## src/rtl/rr_arb_enc4.sv

```systemverilog
// rr_arb_enc4: four-requester round-robin arbiter with a registered 2-bit
// grant index and a matching one-hot copy. Grants are held until the owner
// signals done, withdraws its request, or the optional hold limit expires.
// Every grant is followed by at least one idle cycle so the downstream select
// only changes while the grant is invalid.
module rr_arb_enc4 #(
  parameter int MAX_HOLD = 8,
  parameter int HOLD_W   = 4
) (
  input  logic       clk,
  input  logic       rst,
  input  logic [3:0] req,
  input  logic       done,
  output logic       gnt_valid,
  output logic [1:0] gnt_idx,
  output logic [3:0] gnt_onehot,
  output logic       timeout
);

  typedef enum logic {
    IDLE  = 1'b0,
    GRANT = 1'b1
  } state_t;

  // Last hold_cnt value allowed before a forced release; unused when the
  // limit is disabled (MAX_HOLD == 0).
  localparam int               HOLD_LAST_I = (MAX_HOLD > 0) ? (MAX_HOLD - 1) : 0;
  localparam logic [HOLD_W-1:0] HOLD_LAST  = HOLD_W'(HOLD_LAST_I);
  localparam bit               HOLD_EN     = (MAX_HOLD != 0);

  state_t            state;
  logic [1:0]        ptr;
  logic [HOLD_W-1:0] hold_cnt;

  logic [1:0] winner;
  logic       limit_hit;
  logic       rel;

  // First requester found scanning p, p+1, p+2, p+3 (mod 4). The scan runs
  // from the far end back toward p so the nearest hit is the last written.
  function automatic logic [1:0] rr_pick(input logic [3:0] r, input logic [1:0] p);
    logic [1:0] w;
    logic [1:0] c;
    w = p;
    for (int k = 3; k >= 0; k--) begin
      c = p + 2'(k);
      if (r[c]) w = c;
    end
    return w;
  endfunction

  // Saturating increment so an unlimited hold never wraps the counter.
  function automatic logic [HOLD_W-1:0] sat_inc(input logic [HOLD_W-1:0] v);
    if (&v) return v;
    return v + HOLD_W'(1);
  endfunction

  function automatic logic [3:0] to_onehot(input logic [1:0] i);
    return 4'b0001 << i;
  endfunction

  // Winner selection and release decision for the current cycle.
  always_comb begin
    winner    = rr_pick(req, ptr);
    limit_hit = HOLD_EN && (hold_cnt == HOLD_LAST);
    rel       = done || !req[gnt_idx] || limit_hit;
  end

  // Arbiter FSM with all outputs registered.
  always_ff @(posedge clk or posedge rst) begin
    if (rst) begin
      state      <= IDLE;
      ptr        <= 2'd0;
      hold_cnt   <= '0;
      gnt_valid  <= 1'b0;
      gnt_idx    <= 2'd0;
      gnt_onehot <= 4'b0000;
      timeout    <= 1'b0;
    end else begin
      timeout <= 1'b0;
      case (state)
        IDLE: begin
          if (|req) begin
            state      <= GRANT;
            gnt_valid  <= 1'b1;
            gnt_idx    <= winner;
            gnt_onehot <= to_onehot(winner);
            hold_cnt   <= '0;
          end
        end
        GRANT: begin
          hold_cnt <= sat_inc(hold_cnt);
          if (rel) begin
            state      <= IDLE;
            gnt_valid  <= 1'b0;
            gnt_onehot <= 4'b0000;
            ptr        <= gnt_idx + 2'd1;
            // Flag only releases caused by the hold limit alone.
            timeout    <= limit_hit && !done && req[gnt_idx];
          end
        end
      endcase
    end
  end

endmodule

```

## config.mk

```make
export PLATFORM = sky130hd
export DESIGN_NAME = rr_arb_enc4
export DESIGN_NICKNAME = d
export VERILOG_FILES = /design/src/rtl/rr_arb_enc4.sv
export SDC_FILE = /design/constraint.sdc
export NUM_CORES = 1
export LEC_CHECK = 0
export CAP_MARGIN = 20
export CORE_ASPECT_RATIO = 0.7
export CORE_MARGIN = 4
export CORE_UTILIZATION = 35
export CTS_CLUSTER_SIZE = 16
export DETAILED_ROUTE_END_ITERATION = 7
export HOLD_SLACK_MARGIN = 0.03
export PLACE_DENSITY = 0.63
export SLEW_MARGIN = 20
export SYNTH_ARGS = -nofsm -noshare
export SYNTH_HDL_FRONTEND = slang
export SYNTH_SLANG_ARGS = --single-unit
```

## constraint.sdc

```tcl
create_clock -name clk -period 1.3 [get_ports clk]
set_input_delay 0.195 -clock clk [delete_from_list [all_inputs] [get_ports clk]]
set_output_delay 0.195 -clock clk [all_outputs]
set_load 0.01 [all_outputs]
```

==> Word level (Yosys, flattened, before mapping) <==
Index checks and enable logic that the tools add are counted.
{ "totals": {"reg_bits": 15, "input_bits": 7, "out_inout_bits": 8, "word_cells": 65} }
{ "classes": {"add_sub_neg": 5, "n_lt_le_gt_ge": 5, "eq_ne": 4, "n_shift": 1, "muxes": 30, "bitwise_logic": 1, "reduce_logical": 12} }
{ "ops": {"columns": ["cell", "count"], "rows": [
  ["$mux W4", 4],
  ["$pmux W4 S2", 2],
  ["$lt A2 B3 Y1 const B", 5],
  ["$mux W1", 13],
  ["$bmux W1 S2", 5],
  ["$mux W2", 4],
  ["$reduce_and A2 Y1", 4],
  ["$add A2 B1 Y2 const B", 2],
  ["$add A2 B2 Y2 const B", 2],
  ["$add A4 B1 Y4 const B", 1],
  ["$eq A4 B3 Y1 const B", 1],
  ["$pmux W1 S2", 2],
  ["$reduce_and A4 Y1", 1],
  ["$reduce_or A4 Y1", 1],
  ["$shl A1 B2 Y4 const A", 1],
  ["$ne A3 B3 Y1 const B", 1],
  ["$logic_and A1 B1 Y1", 2],
  ["$logic_not A1 Y1", 2],
  ["$logic_or A1 B1 Y1", 2],
  ["$ne A2 B1 Y1 const B", 1],
  ["$ne A2 B2 Y1 const B", 1],
  ["$not A1 Y1", 1]
]} }

==> Longest topological paths before layout <==
{ "logic_depth": {"depth_word": 10, "depth_mapped": 6, "mapped_depth_nobuf": 5} }

==> Worst setup path after synthesis <==
OpenSTA, ideal clock, no wires.
{ "synth_path": {"path_kind": "register to register", "start": "reg gnt_idx[1]", "end": "reg ptr[1]", "setup_time_ns": 0.079, "t_arrival_ns": 1.352, "required_ns": 1.221, "slack_ns": -0.131, "stages_incl_launch_ff": 5, "path_buffers": 0, "period_less_slack_ns": 1.431, "cell_sequence": "dfrtp_1 mux2_2 a22oi_4 o21a_4 mux2i_1"} }
{ "synth_via": {"elab_chain_cells": 6, "word_cells_on_any_way": 7, "classes_between": "1 x add/sub; 2 x mux; 4 x reduce/logical"} }
{ "synth_lines": {"columns": ["element", "line", "source"], "rows": [
  ["start: declaration", "15", "output logic [1:0] gnt_idx,"],
  ["start signal: assignment", "86", "gnt_idx <= winner;"],
  ["$bmux W1 S2", "66", "rel = done || !req[gnt_idx] || limit_hit;"],
  ["$mux W1 (not written as such)", "66", null],
  ["$logic_not A1 Y1", "66", null],
  ["$logic_or A1 B1 Y1 (2 in a row)", "66", null],
  ["$reduce_and A2 Y1 (no line)", null, null],
  ["end signal: assignment", "97", "ptr <= gnt_idx + 2'd1;"],
  ["end: declaration", "32", "logic [1:0] ptr;"]
]} }
Several ways; a longest one is shown, not always the timed one. The select of a mux whose other input is x is not followed.
A chain may end at the register's enable or synchronous reset.

==> Worst setup path after layout <==
{ "layout_path": {"start": "reg gnt_idx[1]", "end": "reg gnt_onehot[3]"} }
{ "layout_via": {"elab_chain_cells": 7} }
{ "layout_lines": {"columns": ["element", "line", "source"], "rows": [
  ["$bmux W1 S2", "66", null],
  ["$mux W1 (not written as such)", "66", null],
  ["$logic_not A1 Y1", "66", null],
  ["$logic_or A1 B1 Y1 (2 in a row)", "66", null],
  ["$ne A2 B1 Y1 (no line)", null, null],
  ["$reduce_and A2 Y1 (no line)", null, null],
  ["end signal: assignment", "87", "gnt_onehot <= to_onehot(winner);"],
  ["end: declaration", "16", "output logic [3:0] gnt_onehot,"]
]} }
No other way between the ends. The select of a mux whose other input is x is not followed.

==> reports/results.tsv <==
metric	value	unit
grt_use_met3	0.0532	
yosysSeqAreaShare	0.455	
final.fill_count	206	
core-area	2190	sq um
portBuffers	14	
setup-tns-final	-801	ps
area_growth_syn_to_layout	53.7	%
maxSlewHeadroom	0.772	
dp_hpwl	1.53	mm
grt_overflow	0	
cts_tree	done	
drt_iter0_markers	31	
die_height	48.6	um
worst-setup-path-type	flop to flop	
antenna_found_initial	0	
gp_congestion	0.829	
max_freq	0.701	GHz
instances_no_fill	153	
drc	0	
crit_path_end_kind	flop	
power_per_cell_area	2260	nW/um^2
grtUsageTotal	0.142	
dieArea	3210	sq um
io_pins	15	
cap_viol_max_count	0	
ys_warn_count	0	
setup_viol	9	
whs	201	ps
worst_slew_pin_slew	342	ps
seq_area	377	sq um
first_global_vias	739	
via_per_inst	5.03	
clkSinkCount	15	
numCtsBuffers	3	
drive_gt1_frac	0.397	
critPathLaunchType	flop	
h-tree-depth	1	
clock-root-buffer	clkbuf_4	
synthDistinctLibCells	30	
drv_slew	0	
synth_seq_cells	15	
wl_per_cell	14.5	um
drt_pass1_iterations	4	
grt_pass1_wl	3.44	mm
cp-startpoint	gnt_idx[1]	
grt_setup_unrepaired	true	
clock_latency	290	ps
syn_area	825	sq um
p_leak	0.599	nW
fin_crit	1430	ps
antenna_cells	0	
path_clk_slew	90	ps
syn_avg_cell_area	10.1	sq um
multi_input_area	489	sq um
clk_path_buf_depth	2	
vias	770	
r2r_end	gnt_onehot[3]	
grt_use_met2	0.205	
r2r_cells	5	
hp-class	input pin to asynchronous set/reset pin	
synth_cells	82	
status	finished, violations left	
synth_fp_nets	90	
critPathMaxFanout	5	
num_rows	14	
timing.rr.start	gnt_idx[1]	
cp_data_required_time	1470	ps
die_w	66.0	um
rrSetupSlack	-130	ps
fin_ws	-126	ps
start_util	0.377	
hold_violations	0	
fin_nets	130	
placed_cells	143	
min_period_over_period	1.10	
grt_max_degree	16	
drtAntennaViolNets	0	
peakVddDrop	1110	uV
critPathArrivalTime	1600	ps
wirelength	2.21	mm
grt_busiest_layer	met2	
violations	setup timing	
met1_usage	0.190	
skew	4.95	ps
==> how the worst max path moves through the flow <==
stage	to	slack, ps	depth (start not counted)
after CTS	ptr[1]	-130	4
after global placement	ptr[1]	-390	5
after global routing	ptr[1]	-170	4
after floorplan	ptr[1]	-60	4
final	gnt_onehot[3]	-130	5
after detailed placement	gnt_onehot[1]	-480	5
==> registers in the layout, indices dropped and copies added, names as in the netlist <==
signal      cells
gnt_idx         2
timeout         1
ptr             2
hold_cnt        4
gnt_valid       1
state           1
gnt_onehot      4
==> routing by layer <==
metal / up-vias / routed length [um]
li1: 377 / -
met1: 368 / 1070
met2: 19 / 981
met3: 6 / 126
met4: 0 / 36
met5: - / 0
==> metrics by stage <==
stage	util	power, mW	worst slack [ps]	area, sq um
2_1_floorplan	-	1.68	-60.7	833
3_5_place_dp	0.508	2.30	-481	1110
3_3_place_gp	0.508	2.26	-393	1110
5_1_grt	0.579	3.06	-172	1270
4_1_cts	0.526	2.57	-126	1150
6_report	0.579	2.86	-126	1270
==> where the power goes <==
group / internal [mW] / switching (mW) / total (mW)
Sequential: 0.675 / 0.152 / 0.828
Clock: 0.120 / 0.158 / 0.277
Combinational: 0.946 / 0.812 / 1.76
==> Yosys cell counts <==
cell type,instances,area [sq um]
a21o_2,1,8.76
o21a_4,1,15.0
a21o_1,1,7.51
a2bb2oi_1,1,8.76
mux2i_1,2,20.0
nor4_1,1,6.26
o32ai_1,4,35.0
buf_2,1,5.00
dfrtp_1,15,375
buf_6,1,11.3
a211oi_1,1,7.51
o21a_1,1,7.51
xnor2_1,1,8.76
nand3_1,5,25.0
mux2_2,2,22.5
o221a_2,1,11.3
a22oi_4,1,21.3
a21oi_1,4,20.0
or3_1,2,12.5
buf_12,1,20.0
o221ai_1,1,8.76
or2_1,1,6.26
ha_1,1,12.5
nor2_1,5,18.8
o21ai_0,6,30.0
nor2b_1,3,18.8
nor4_2,1,12.5
inv_1,4,15.0
o21ai_1,3,15.0
nand2_1,10,37.5
==> cell families after synthesis <==
logic type	after synthesis	synth area share
buffers and inverters	7	0.0622
multiplexers	4	0.0516
flip-flops	15	0.455
AO/OA/AOI/OAI	26	0.238
adder cells (fa/ha/maj)	1	0.0152
XOR/XNOR	1	0.0106
AND/OR/NAND/NOR	28	0.167
==> layout by cell type (no fill, tap or decap), drive strengths merged <==
cell and count:
a2bb2oi 1, o221ai 1, nor2b 3, mux2 2
nor4 2, a211oi 1, o32ai 4, nand3 5
a22oi 1, buf 25, nor2 5, a21o 2
nand2 10, dlygate4sd2 10, mux2i 2, inv 4
o221a 1, a21oi 4, or2 1, o21a 2
ha 1, dlymetal6s2s 1, clkdlybuf4s50 2, or3 2
clkbuf 4, dfrtp 15, o21ai 9, xnor2 1
==> area by class of cell <==
| cell class | instances | share of cell area |
|---|---|---|
| tap | 32 | 0.0316 |
| sequential | 15 | 0.297 |
| inverter | 4 | 0.0118 |
| timing repair buffer | 38 | 0.253 |
| multi-input combinational | 60 | 0.386 |
| clock buffer | 4 | 0.0207 |
==> critical path: stages (launching register included) <==
cell,delay [ps]
dfrtp_2,450
mux2_4,320
a22oi_4,190
o21a_4,170
buf_12,110
o32ai_1,60
==> repair_timing <==
action | 4_1_cts | 5_1_grt
gates resized for setup | 17 | 15
setup endpoints to repair | 18 | 13
setup buffers | 2 | 4
hold buffers | 0 | 0
pin swaps | 7 | 3
Power figures use the tool's default switching activity.
